===== src/rtl/alpha_blend_pipe.sv =====
// Pipelined per-channel pixel blender (alpha / additive / multiply) with end-of-frame tracking.
// Additive and multiply modes exist only when ALPHA_BLEND_MODES_EN is defined; otherwise every pixel alpha-blends.
module alpha_blend_pipe #(
    parameter int unsigned CW     = 8,
    parameter int unsigned NCH    = 3,
    parameter int unsigned AW     = 19,
    parameter int unsigned STAGES = 2
) (
    input  logic              clk,
    input  logic              reset,
    input  logic              pixel_valid,
    output logic              pixel_ready,
    input  logic [AW-1:0]     pixel_number,
    input  logic [NCH*CW-1:0] src,
    input  logic [CW-1:0]     a,
    input  logic [NCH*CW-1:0] dst,
    input  logic [1:0]        mode,
    output logic              write,
    output logic [AW-1:0]     write_addr,
    output logic [NCH*CW-1:0] write_data,
    input  logic              write_ready,
    input  logic              frame_ready,
    output logic              o_frame_ready
);
    localparam int unsigned PW = NCH * CW;
    localparam int unsigned IW = 2 * CW + 1;
    localparam logic [IW-1:0] M    = {{(IW-CW){1'b0}}, {CW{1'b1}}};
    localparam logic [IW-1:0] HALF = M >> 1;

    function automatic logic [CW-1:0] blend_alpha(input logic [CW-1:0] s, input logic [CW-1:0] d,
                                                  input logic [CW-1:0] al);
        logic [IW-1:0] res;
        res = (IW'(d) * (M - IW'(al)) + IW'(s) * IW'(al) + HALF) / M;
        return CW'(res);
    endfunction

`ifdef ALPHA_BLEND_MODES_EN
    function automatic logic [CW-1:0] blend_add(input logic [CW-1:0] s, input logic [CW-1:0] d,
                                                input logic [CW-1:0] al);
        logic [IW-1:0] res;
        res = IW'(d) + (IW'(s) * IW'(al) + HALF) / M;
        if (res > M) res = M;
        return CW'(res);
    endfunction

    function automatic logic [CW-1:0] blend_mul(input logic [CW-1:0] s, input logic [CW-1:0] d);
        logic [IW-1:0] res;
        res = (IW'(s) * IW'(d) + HALF) / M;
        return CW'(res);
    endfunction
`endif

    logic [STAGES-1:0] valid_q, valid_d;
    logic [AW-1:0]     addr_q [STAGES];
    logic [PW-1:0]     data_q [STAGES];
    logic              frame_pending_q, frame_pending_d;
    logic              o_frame_ready_q, o_frame_ready_d;
    logic [PW-1:0]     op_src_q, op_dst_q;
    logic [CW-1:0]     op_a_q;
    logic [PW-1:0]     bl_src_c, bl_dst_c, blend_c;
    logic [CW-1:0]     bl_a_c;
    logic              stall_c, accept_c, pend_in_c;

    assign stall_c     = valid_q[STAGES-1] & ~write_ready;
    assign pixel_ready = ~reset & ~stall_c & ~frame_pending_q;
    assign accept_c    = pixel_valid & pixel_ready;

    // Single-stage builds blend straight from the ports; deeper ones register operands first.
    assign bl_src_c = (STAGES == 1) ? src : op_src_q;
    assign bl_dst_c = (STAGES == 1) ? dst : op_dst_q;
    assign bl_a_c   = (STAGES == 1) ? a   : op_a_q;

`ifdef ALPHA_BLEND_MODES_EN
    logic [1:0] op_mode_q, bl_mode_c;
    assign bl_mode_c = (STAGES == 1) ? mode : op_mode_q;
`else
    logic unused_mode;
    assign unused_mode = ^mode;
`endif

    always_comb begin
        blend_c = '0;
        for (int unsigned k = 0; k < NCH; k++) begin
`ifdef ALPHA_BLEND_MODES_EN
            case (bl_mode_c)
                2'd1:    blend_c[k*CW +: CW] = blend_add(bl_src_c[k*CW +: CW], bl_dst_c[k*CW +: CW], bl_a_c);
                2'd2:    blend_c[k*CW +: CW] = blend_mul(bl_src_c[k*CW +: CW], bl_dst_c[k*CW +: CW]);
                default: blend_c[k*CW +: CW] = blend_alpha(bl_src_c[k*CW +: CW], bl_dst_c[k*CW +: CW], bl_a_c);
            endcase
`else
            blend_c[k*CW +: CW] = blend_alpha(bl_src_c[k*CW +: CW], bl_dst_c[k*CW +: CW], bl_a_c);
`endif
        end
    end

    // Frame event completes once the pipeline will be empty after this edge.
    always_comb begin
        valid_d = valid_q;
        if (!stall_c) begin
            valid_d[0] = accept_c;
            for (int unsigned i = 1; i < STAGES; i++) valid_d[i] = valid_q[i-1];
        end
        pend_in_c       = frame_pending_q | frame_ready;
        o_frame_ready_d = pend_in_c & (valid_d == '0);
        frame_pending_d = pend_in_c & (valid_d != '0);
    end

    always_ff @(posedge clk) begin
        if (reset) begin
            valid_q         <= '0;
            frame_pending_q <= 1'b0;
            o_frame_ready_q <= 1'b0;
            op_src_q        <= '0;
            op_dst_q        <= '0;
            op_a_q          <= '0;
`ifdef ALPHA_BLEND_MODES_EN
            op_mode_q       <= '0;
`endif
            for (int unsigned i = 0; i < STAGES; i++) begin
                addr_q[i] <= '0;
                data_q[i] <= '0;
            end
        end else begin
            valid_q         <= valid_d;
            frame_pending_q <= frame_pending_d;
            o_frame_ready_q <= o_frame_ready_d;
            if (!stall_c) begin
                op_src_q  <= src;
                op_dst_q  <= dst;
                op_a_q    <= a;
`ifdef ALPHA_BLEND_MODES_EN
                op_mode_q <= mode;
`endif
                addr_q[0] <= pixel_number;
                data_q[0] <= (STAGES == 1) ? blend_c : '0;
                for (int unsigned i = 1; i < STAGES; i++) begin
                    addr_q[i] <= addr_q[i-1];
                    data_q[i] <= (i == 1) ? blend_c : data_q[i-1];
                end
            end
        end
    end

    assign write         = valid_q[STAGES-1];
    assign write_addr    = addr_q[STAGES-1];
    assign write_data    = data_q[STAGES-1];
    assign o_frame_ready = o_frame_ready_q;

endmodule

===== config.mk =====
export PLATFORM = sky130hd
export DESIGN_NAME = alpha_blend_pipe
export DESIGN_NICKNAME = d
export VERILOG_FILES = /design/src/rtl/alpha_blend_pipe.sv
export SDC_FILE = /design/constraint.sdc
export NUM_CORES = 1
export LEC_CHECK = 0
export ABC_AREA = 0
export CAP_MARGIN = 40
export CORE_MARGIN = 1
export CORE_UTILIZATION = 27
export DETAILED_ROUTE_END_ITERATION = 16
export PLACE_DENSITY_LB_ADDON = 0.12
export SKIP_CTS_REPAIR_TIMING = 1
export SYNTH_ARGS = -nofsm -noshare
export SYNTH_HDL_FRONTEND = slang
export SYNTH_SLANG_ARGS = --single-unit

===== constraint.sdc =====
create_clock -name clk -period 23 [get_ports clk]
set_input_delay 4.6 -clock clk [delete_from_list [all_inputs] [get_ports clk]]
set_output_delay 4.6 -clock clk [all_outputs]
set_load 0.02 [all_outputs]

==> results.cfg <==
[grt]
track_usage_pct = 15.92
grt_pass1_wl_um = 125700
use_met1_pct = 21.62
grt_pass1_vias = 22740
antenna_found_initial = 1
grt_overflow = 0
grt.busiest_layer = met2
grt_max_degree = 58
met2_usage_pct = 27.22
use_met3_pct = 1.327

[timing]
max_freq_mhz = 73.63
fin_worst_skew_ns = 0.01471
hold_viol = 0
fin_crit_ns = 13.58
slew_viol_final = 0
worstMarginPinSlew_ns = 0.8429
slew-limit-headroom_pct = 43.55
tns_ns = 0
fin_crit_sh_pct = 59.05
rsz0062_at_grt = false
setup_viol = 0
setup_slack_ns = 9.419

[synth]
syn_area_mm2 = 0.02604
ys.flop_type = edfxtp_1
synth_area_leaders = fa_1, ha_1, edfxtp_1
yosysWarnings = 0
synth_common_cells = inv_1, fa_1, nand2_1
netlist_instances = 3109
synthArstFlopShare_pct = 0
syn-mean-instance-area_um2 = 8.375
synth_cell_types = 138
synth_most_common_cell = inv_1
yosysSeqAreaShare_pct = 11.76
synth_top_area_cell = fa_1
synth_nets = 3686
synth_top_area_share_pct = 23.99
synth-edff-count = 62
ys_ff_latch = 122

[cts]
cts_tree = yes
cts-htree-levels = 4
cts_sinks = 122
cts-root-buf = clkbuf_16
path_clk_slew_ns = 0.06
numCtsBuffers = 17
clk_latency_ns = 0.49
clock_path_buffers = 2

[detailed_routing]
ant_nets = 0
detail_route.vias_per_cell = 4.937
dr_total_vias = 21740
routed_wl_um = 75420
drc = 0
first_pass_iters = 7
first_iter_violations = 984
routedWlPerCell_um = 17.12

[layout]
n_antenna_cell = 0
design_area_mm2 = 0.02890
syn_to_final_growth_pct = 11.00
finalNetCount = 3703
drive_above_1_share_pct = 6.308

[setup_path]
crit_fanout = 49
critPathLaunch = bl_a_c[5]
slowest_stage = a2111oi_2
critPathKind = register to register
cp-end-kind = register
critPathArrivalTime_ns = 13.92
critPathMaxStageDelay_ns = 0.65
critical_path.startpoint_type = register
cp.required_ns = 23.33
r2r-start = bl_a_c[5]
crit_path_frequent_cell = fa_1

[placed_design]
dpl_cell_area_mm2 = 0.02834
place.gp.congestion = 0.8198
dp_slack_ns = 9.389
io_buffers = 125
hpwl_um = 58920

[flow_run]
cap_viol_max_count = 0

[floorplan]
num_rows = 113
chipHeight_um = 312.5
die_x_um = 312.5
initial_core_util_pct = 27.32
die-area_mm2 = 0.09768
ioPinCount = 128
core_mm2 = 0.09529

[min_path]
holdCritStartpoint = valid_q[0]
hp-class = register to register

[status]
status = finished, final reports clean
-- routing by layer --
metal | vias up | part of all wire (%) | wire [um]
li1 | 10630 | - | -
met1 | 10790 | 48 | 36010
met2 | 283 | 48 | 36520
met3 | 45 | 2.2 | 1677
met4 | 0 | 1.6 | 1199
met5 | - | 0 | 0
-- per-stage QoR --
step                      hold WS [ns]  std cells  utilization [%]
final                           0.4698       4404            30.33
after global placement          0.4581       4371            29.74
after detailed placement        0.4611       4372            29.74
after floorplan                 0.4227       3109                -
after global routing            0.4817       4404            30.33
after CTS                       0.4717       4404            30.33
-- registers in the layout, indices dropped and copies added, names as in the netlist --
name             count
bl_dst_c            24
frame_pending_q      1
bl_src_c            24
o_frame_ready        1
bl_a_c               8
data_q              24
addr_q              38
valid_q              2
-- cell usage in the layout (no fill, tap or decap), drive strengths merged, types with 100 or more instances in the layout --
| cell | instances |
|---|---|
| ha | 183 |
| a21oi | 171 |
| nor2b | 100 |
| and2 | 189 |
| clkdlybuf4s50 | 124 |
| nor2 | 146 |
| fa | 312 |
| nand2 | 302 |
| nand2b | 116 |
| inv | 434 |
-- worst paths after layout --
kind / slack (ns) / end / cells after the start
max reg2reg: 9.42 / data_q[1][8] / 40
min reg2reg: 0.47 / o_frame_ready / 1
min: 0.47 / o_frame_ready / 1
max: 9.42 / data_q[1][8] / 40
-- cells by family (layout without fill, tap and decap cells) --
logic type	count (synthesis)	after routing	share of synthesized area, %
simple gates	1194	1194	25.08
compound gates	617	617	17.46
buf+inv	574	604	8.808
fa+ha+maj	500	500	32.97
flops	122	122	11.76
xor+xnor	67	67	2.436
mux	35	35	1.475
-- area by class of cell --
cell class | instances | area [um2]
fillers | 10390 | 66390
multi-input cells | 2413 | 20700
flip-flops and latches | 122 | 3073
inverters | 430 | 1614
well taps | 1265 | 1583
repair buffers | 142 | 1371
clock buffers | 20 | 467.9
clock inverters | 12 | 88.84
-- critical path, delay by kind of cell, from the launching register on --
kind | cells | cell delay, ns
AOI/OAI and AO/OA | 12 | 4.01
and+or+nand+nor | 14 | 3.93
adders and majority gates | 8 | 3.75
buffers and inverters | 5 | 0.87
muxes | 1 | 0.56
DFF | 1 | 0.31
Power is left out: the tool's default activity adds up to more than one toggle a clock period on the data nets, which glitch-free logic cannot reach.
